File: src/rtl/gate_result_serializer_if.sv
// Handshake bundle between the gate block, the serializer and the narrow consumer:
// a frame-in port (c1..c4) and a lane-out beat port.
interface gate_result_serializer_if #(
    parameter int unsigned W = 4
);
    logic         in_valid;
    logic         in_ready;
    logic [W-1:0] c1;
    logic [W-1:0] c2;
    logic [W-1:0] c3;
    logic [W-1:0] c4;
    logic         out_valid;
    logic         out_ready;
    logic [W-1:0] out_data;
    logic [1:0]   out_lane;
    logic         out_last;

    // Serializer side
    modport slave (
        input  in_valid, c1, c2, c3, c4, out_ready,
        output in_ready, out_valid, out_data, out_lane, out_last
    );

    // Upstream producer / downstream consumer side
    modport master (
        output in_valid, c1, c2, c3, c4, out_ready,
        input  in_ready, out_valid, out_data, out_lane, out_last
    );
endinterface

File: src/rtl/gate_result_serializer.sv
// Captures a four-lane gate result frame and replays it one lane per beat,
// lane 0 first, counting every fully emitted frame.
module gate_result_serializer #(
    parameter int unsigned W     = 4,
    parameter int unsigned CNT_W = 8
) (
    input  logic                 clk,
    input  logic                 rst_n,
    gate_result_serializer_if.slave bus,
    output logic [CNT_W-1:0]     frame_cnt
);

    localparam int unsigned LANES = 4;

    typedef enum logic {
        IDLE = 1'b0,
        SEND = 1'b1
    } state_e;

    state_e             state_q, state_d;
    logic [1:0]         lane_q, lane_d;
    logic [1:0]         lane_nxt;
    logic [W-1:0]       cap_q [LANES];
    logic [W-1:0]       cap_d [LANES];
    logic               in_ready_q, in_ready_d;
    logic               out_valid_q, out_valid_d;
    logic [W-1:0]       out_data_q, out_data_d;
    logic [1:0]         out_lane_q, out_lane_d;
    logic               out_last_q, out_last_d;
    logic [CNT_W-1:0]   frame_cnt_q, frame_cnt_d;

    // State and output registers
    always_ff @(posedge clk) begin
        if (!rst_n) begin
            state_q     <= IDLE;
            lane_q      <= 2'd0;
            for (int i = 0; i < LANES; i++) begin
                cap_q[i] <= '0;
            end
            in_ready_q  <= 1'b1;
            out_valid_q <= 1'b0;
            out_data_q  <= '0;
            out_lane_q  <= 2'd0;
            out_last_q  <= 1'b0;
            frame_cnt_q <= '0;
        end else begin
            state_q     <= state_d;
            lane_q      <= lane_d;
            cap_q       <= cap_d;
            in_ready_q  <= in_ready_d;
            out_valid_q <= out_valid_d;
            out_data_q  <= out_data_d;
            out_lane_q  <= out_lane_d;
            out_last_q  <= out_last_d;
            frame_cnt_q <= frame_cnt_d;
        end
    end

    // Next state and next registered outputs; c1..c4 are only looked at on acceptance,
    // so unknowns on the inputs outside that cycle never reach the outputs.
    always_comb begin
        state_d     = state_q;
        lane_d      = lane_q;
        cap_d       = cap_q;
        in_ready_d  = in_ready_q;
        out_valid_d = out_valid_q;
        out_data_d  = out_data_q;
        out_lane_d  = out_lane_q;
        out_last_d  = out_last_q;
        frame_cnt_d = frame_cnt_q;
        lane_nxt    = lane_q + 2'd1;

        case (state_q)
            IDLE: begin
                in_ready_d  = 1'b1;
                out_valid_d = 1'b0;
                if (bus.in_valid && in_ready_q) begin
                    cap_d[0]    = bus.c1;
                    cap_d[1]    = bus.c2;
                    cap_d[2]    = bus.c3;
                    cap_d[3]    = bus.c4;
                    lane_d      = 2'd0;
                    state_d     = SEND;
                    in_ready_d  = 1'b0;
                    out_valid_d = 1'b1;
                    out_data_d  = bus.c1;
                    out_lane_d  = 2'd0;
                    out_last_d  = 1'b0;
                end
            end
            SEND: begin
                in_ready_d  = 1'b0;
                if (out_valid_q && bus.out_ready) begin
                    if (lane_q == 2'd3) begin
                        // Last beat taken; the IDLE bubble keeps in_ready off the out_ready path
                        frame_cnt_d = frame_cnt_q + CNT_W'(1);
                        state_d     = IDLE;
                        in_ready_d  = 1'b1;
                        out_valid_d = 1'b0;
                        out_last_d  = 1'b0;
                    end else begin
                        lane_d      = lane_nxt;
                        out_data_d  = cap_q[lane_nxt];
                        out_lane_d  = lane_nxt;
                        out_last_d  = (lane_nxt == 2'd3);
                    end
                end
            end
            default: begin
                state_d = IDLE;
            end
        endcase
    end

    assign bus.in_ready  = in_ready_q;
    assign bus.out_valid = out_valid_q;
    assign bus.out_data  = out_data_q;
    assign bus.out_lane  = out_lane_q;
    assign bus.out_last  = out_last_q;
    assign frame_cnt     = frame_cnt_q;

endmodule

File: src/flat_wrapper.sv
// flat-port wrapper written by rule: the top's interface ports become plain ports
module gate_result_serializer_flat 
#(
    parameter int unsigned W     = 4,
    parameter int unsigned CNT_W = 8
)
  (clk, rst_n, frame_cnt, bus_in_valid, bus_c1, bus_c2, bus_c3, bus_c4, bus_out_ready, bus_in_ready, bus_out_valid, bus_out_data, bus_out_lane, bus_out_last);
  gate_result_serializer_if #(.W(W)) bus_i ();
  input  logic clk;
  input  logic rst_n;
  output logic [CNT_W-1:0] frame_cnt;
  input wire logic [$bits(bus_i.in_valid)-1:0] bus_in_valid;
  input wire logic [$bits(bus_i.c1)-1:0] bus_c1;
  input wire logic [$bits(bus_i.c2)-1:0] bus_c2;
  input wire logic [$bits(bus_i.c3)-1:0] bus_c3;
  input wire logic [$bits(bus_i.c4)-1:0] bus_c4;
  input wire logic [$bits(bus_i.out_ready)-1:0] bus_out_ready;
  output wire logic [$bits(bus_i.in_ready)-1:0] bus_in_ready;
  output wire logic [$bits(bus_i.out_valid)-1:0] bus_out_valid;
  output wire logic [$bits(bus_i.out_data)-1:0] bus_out_data;
  output wire logic [$bits(bus_i.out_lane)-1:0] bus_out_lane;
  output wire logic [$bits(bus_i.out_last)-1:0] bus_out_last;
  assign bus_i.in_valid = bus_in_valid;
  assign bus_i.c1 = bus_c1;
  assign bus_i.c2 = bus_c2;
  assign bus_i.c3 = bus_c3;
  assign bus_i.c4 = bus_c4;
  assign bus_i.out_ready = bus_out_ready;
  assign bus_in_ready = bus_i.in_ready;
  assign bus_out_valid = bus_i.out_valid;
  assign bus_out_data = bus_i.out_data;
  assign bus_out_lane = bus_i.out_lane;
  assign bus_out_last = bus_i.out_last;
  gate_result_serializer #(.W(W), .CNT_W(CNT_W)) u_core (.clk(clk), .rst_n(rst_n), .bus(bus_i), .frame_cnt(frame_cnt));
endmodule
File: config.mk
export PLATFORM = sky130hd
export DESIGN_NAME = gate_result_serializer_flat
export DESIGN_NICKNAME = d
export VERILOG_FILES = /design/src/rtl/gate_result_serializer_if.sv /design/src/rtl/gate_result_serializer.sv /design/src/flat_wrapper.sv
export SDC_FILE = /design/constraint.sdc
export NUM_CORES = 1
export LEC_CHECK = 0
export CAP_MARGIN = 30
export CORE_MARGIN = 8
export CORE_UTILIZATION = 45
export CTS_BUF_LIST = sky130_fd_sc_hd__clkbuf_8
export DETAILED_ROUTE_END_ITERATION = 8
export MAX_ROUTING_LAYER = met4
export PLACE_DENSITY = 0.72
export REMOVE_ABC_BUFFERS = 1
export SYNTH_ARGS = -nofsm -noshare
export SYNTH_HDL_FRONTEND = slang
export SYNTH_SLANG_ARGS = --single-unit
File: constraint.sdc
create_clock -name clk -period 2.1 [get_ports clk]
set_input_delay 0.21 -clock clk [delete_from_list [all_inputs] [get_ports clk]]
set_output_delay 0.21 -clock clk [all_outputs]
set_load 0.03 [all_outputs]
---- After elaboration in Yosys (flattened, before gate mapping) ----
Cells that the tools add are included.
word-level totals
  register bits after elaboration ......... 34
  bits of input ports ..................... 20
  output and inout bits ................... 17
  word-level logic and storage cells ...... 55
operators by class
  add/subtract/negate cells ............... 2
  order comparisons ....................... 1
  eq/ne operators ......................... 6
  muxes and demuxes ....................... 26
  bitwise gates (word level) .............. 2
  reductions and logical operators ........ 7
operators with widths
  kind                 count
  $mux 4               5
  $mux 1               11
  $add 8x1->8 const B  1
  $bmux 4 s2           1
  $pmux 1 s2           4
  $pmux 4 s2           1
  $mux 2               3
  $ne 2x2->1 const B   3
  $reduce_and 2->1     3
  $reduce_and 3->1     2
  $eq 2x2->1 const B   2
  $pmux 2 s2           1
  $ge 3x3->1 const B   1
  $not 2->3            1
  $add 2x1->2 const B  1
  $logic_and 1x1->1    2
  $ne 2x1->1 const B   1
  $not 1->1            1

---- Logic depth before layout (Yosys ltp) ----
  word-level depth ........................ 8
  depth in mapped cells ................... 6
  gate-level depth less buffers ........... 5

---- Worst setup path before layout ----
No wires, ideal clock.
  path type ............................... reg-to-reg
  start ................................... register u_core.lane_q[0]
  end ..................................... register u_core.out_data_q[1] (netlist: u_core.bus.out_data[1])
  data arrival time ....................... 1697 ps
  path slack .............................. 281 ps
  stages on the path, launching flop included .. 7
  buffers on the path ..................... 1
  cell sequence ........................... dfxtp_1 -> buf_2 -> inv_1 -> ha_1 -> nand2_1 -> o22ai_1 -> o311a_1
on the way
  longest elaborated chain between the ends .. 8
  elaborated cells on any way between the ends .. 11
ends and longest elaborated chain
  item                                       RTL line                       RTL
  start: declaration                         gate_result_serializer.sv:21   logic [1:0] lane_q, lane_d;
  start signal: assignment                   gate_result_serializer.sv:48   lane_q <= lane_d;
  $add 2x1->2                                gate_result_serializer.sv:71   lane_nxt = lane_q + 2'd1;
  $not 2->3 (implied by the code)            gate_result_serializer.sv:103  out_data_d = cap_q[lane_nxt];
  $bmux 4 s2                                 gate_result_serializer.sv:103
  $mux 4 (implied by the code) (2 in a row)  gate_result_serializer.sv:103
  $mux 4                                     gate_result_serializer.sv:94   if (lane_q == 2'd3) begin
  $mux 4                                     gate_result_serializer.sv:93   if (out_valid_q && bus.out_ready) begin
  $pmux 4 s2                                 gate_result_serializer.sv:73   case (state_q)
  end signal: assignment                     gate_result_serializer.sv:52   out_data_q <= out_data_d;
  end: declaration                           gate_result_serializer.sv:27   logic [W-1:0] out_data_q, out_data_d;
Parallel ways exist; a longest one is shown, timed or not. The select of a mux whose other input is x is not followed.
A chain may end at the register's enable or synchronous reset.

---- Worst setup path after layout ----
  start ................................... register u_core.out_valid_q (netlist: u_core.bus.out_valid)
  end ..................................... output port bus_out_valid
RTL lines
  item                      RTL line                      RTL
  start: declaration        gate_result_serializer.sv:26  logic out_valid_q, out_valid_d;
  start signal: assignment  gate_result_serializer.sv:51  out_valid_q <= out_valid_d;
  end: declaration          flat_wrapper.sv:19            output wire logic [$bits(bus_i.out_valid)-1:0] bus_out_valid;
No word-level cell between the ends.

==> results_dict.tcl <==
set metrics [dict create \
    synth_edf_count 0 \
    synthFlopType "dfxtp_1" \
    routed_wl_um 3642 \
    rows 21 \
    vias 1394 \
    drc 0 \
    relSlewSlack_pct 78.63 \
    hpwl_um 2691 \
    yosysUniqueCellTypes 31 \
    syn-cell-area_mm2 0.001506 \
    dieHeight_um 73.86 \
    nets 242 \
    final_cell_mix "nand2_1 (39), clkdlybuf4s50_1 (36), dfxtp_1 (34)" \
    antenna_found_initial 0 \
    detail_route.wl_per_cell_um 13.74 \
    crit_family "buffers and inverters" \
    diodes 0 \
    layout_commonest_cell "nand2_1" \
    clkTransAtPathRegs_ns 0.07 \
    synth-seq-cells 34 \
    netlist_instances 177 \
    critPathArrivalTime_ns 1.48 \
    fin_crit_sh_pct 80.68 \
    dieArea_mm2 0.005455 \
    cpPeakStageDelay_ns 0.73 \
    path_class "flop to primary output" \
    grt_max_degree 26 \
    firstDrtPassIters 4 \
    worst_pin_slew_ns 0.3195 \
    finalSetupViolations 0 \
    io_buffers 36 \
    synthToLayoutAreaGrowth_pct 36.13 \
    max_freq_mhz 590.3 \
    start_kind "flop" \
    post_cts_buffers 0 \
    cts_tree "done" \
    ys_warn_count 0 \
    worstPathMaxFanout 7 \
    drtIter0Drc 108 \
    p_leak_nw 0.7618 \
    ant_nets 0 \
    core_mm2 0.003284 \
    grt_pass1_wl_um 6320 \
    clk_path_buf_depth 2 \
    cp_cell_sequence "clkdlybuf4s50_1" \
    power_mw 1.452 \
    cts.sinks 34 \
    ios 37 \
    status "completed" \
    crit_path_end_kind "primary output" \
    whs_ns 0.4503 \
    cts_inserted_buffers 5 \
    globalRouteOverflowTotal 0 \
    gr-usage-all-layers_pct 15.39 \
    vias_per_cell 5.260 \
    ir_drop_uv 500.5 \
    cts_hold_buf 0 \
    p_per_area_mw_per_mm2 708.1 \
    cts_resized 0 \
    cpMaxStageDelayCell "clkdlybuf4s50_1" \
    hold_path.class "flop to flop" \
    setup-tns-final_ns 0 \
    initial_core_util_pct 45.87 \
    clock_latency_ns 0.29 \
    ys_seq_area_share_pct 45.18 \
    syn_area_per_cell_um2 8.511 \
    die_w_um 73.86 \
    drv_slew 0 \
    drive_above_1_share_pct 9.589 \
    cts_max_level 2 \
    period_needed_ns 1.694 \
    grt_pass1_vias 1345 \
    final_hold_viol_count 0 \
    synthArstFlopShare_pct 0 \
    drv_cap 0 \
    place.gp.congestion 0.8462 \
    rsz0062_at_grt "false" \
    crit_required_ns 1.89 \
    clock-root-buffer "clkbuf_8" \
    cp_num_buf_inv 1 \
    fin_skew_ns 0.005323 \
]
==> power by group <==
part	internal, mW	switching (mW)	total [mW]
registers	0.676	0.0201	0.696
logic	0.0931	0.101	0.194
clock network	0.331	0.231	0.562
total	1.10	0.352	1.45
==> flip-flops by register name, indices dropped and copies added, names as in the netlist <==
register / cells
u_core.state_q: 1
u_core.bus.out_valid: 1
u_core.frame_cnt: 8
u_core.bus.out_data: 4
u_core.bus.out_last: 1
u_core.lane_q: 2
u_core.cap_q: 16
u_core.bus.in_ready: 1
==> layout make-up <==
class | instances | area [um^2]
Inverter | 5 | 18.77
Multi-Input combinational cell | 128 | 763.2
Fill cell | 296 | 1234
Clock buffer | 8 | 110.1
Timing Repair Buffer | 44 | 420.4
Tap cell | 46 | 57.56
Sequential cell | 34 | 680.7
==> worst paths after layout <==
path / start / endpoint / slack [ns] / cells after the start
min: u_core.cap_q[12] / u_core.cap_q[12] / 0.45 / 2
max reg2reg: u_core.lane_q[1] / u_core.frame_cnt[7] / 0.49 / 5
max: u_core.bus.out_valid / bus_out_valid / 0.41 / 1
min reg2reg: u_core.cap_q[12] / u_core.cap_q[12] / 0.45 / 2
==> metrics by stage <==
stage	utilization (%)	area (um^2)	std cells	worst slack, ns
floorplan	-	1463	167	0.06046
finish	62.44	2051	265	0.4058
global placement	59.09	1941	257	0.3775
global route	62.44	2051	265	0.3364
CTS	62.44	2051	265	0.3892
detailed placement	59.09	1941	257	0.3136
==> worst reg2reg max path, stage by stage, from the launching register on <==
cell and delay, ns:
dfxtp_1 0.42, ha_1 0.23, nand4_2 0.16, buf_4 0.22
nor4_2 0.30, mux2i_1 0.21
==> routing by layer <==
metal | global-route usage (%) | part of all wire (%) | vias up
li1 | - | - | 703
met1 | 17.74 | 45 | 654
met2 | 23.43 | 49 | 30
met3 | 5.457 | 4.1 | 7
met4 | 6.874 | 1.7 | 0
met5 | - | 0 | -
==> kinds of logic (layout without fill, tap and decap cells) <==
kind of cell / after synthesis / in the layout / synth area share, %
muxes: 8 / 8 / 5.482
DFF: 34 / 34 / 45.18
and+or+nand+nor: 72 / 72 / 24.09
adders and majority gates: 4 / 4 / 3.322
buffers and inverters: 15 / 57 / 4.152
AOI/OAI and AO/OA: 43 / 43 / 17.19
xor gates and xnor gates: 1 / 1 / 0.5815
==> synthesized netlist by cell type (3+ instances only) <==
cell      count  area share [%]
mux2i_1       6             4.0
clkbuf_1      5             1.2
nand2_1      39             9.7
o31ai_1       4             2.0
nand3_1       8             2.7
nand2b_1      3             1.2
nor2_1        4             1.0
inv_1         4             1.0
or3_1         3             1.2
and2_1        3             1.2
nand3b_1      3             1.5
dfxtp_1      34              45
nand4_1       3             1.2
o21ai_0       3             1.0
a21oi_1      25             8.3
ha_1          4             3.3
buf_2         5             1.7
(Power assumes the default switching activity.)
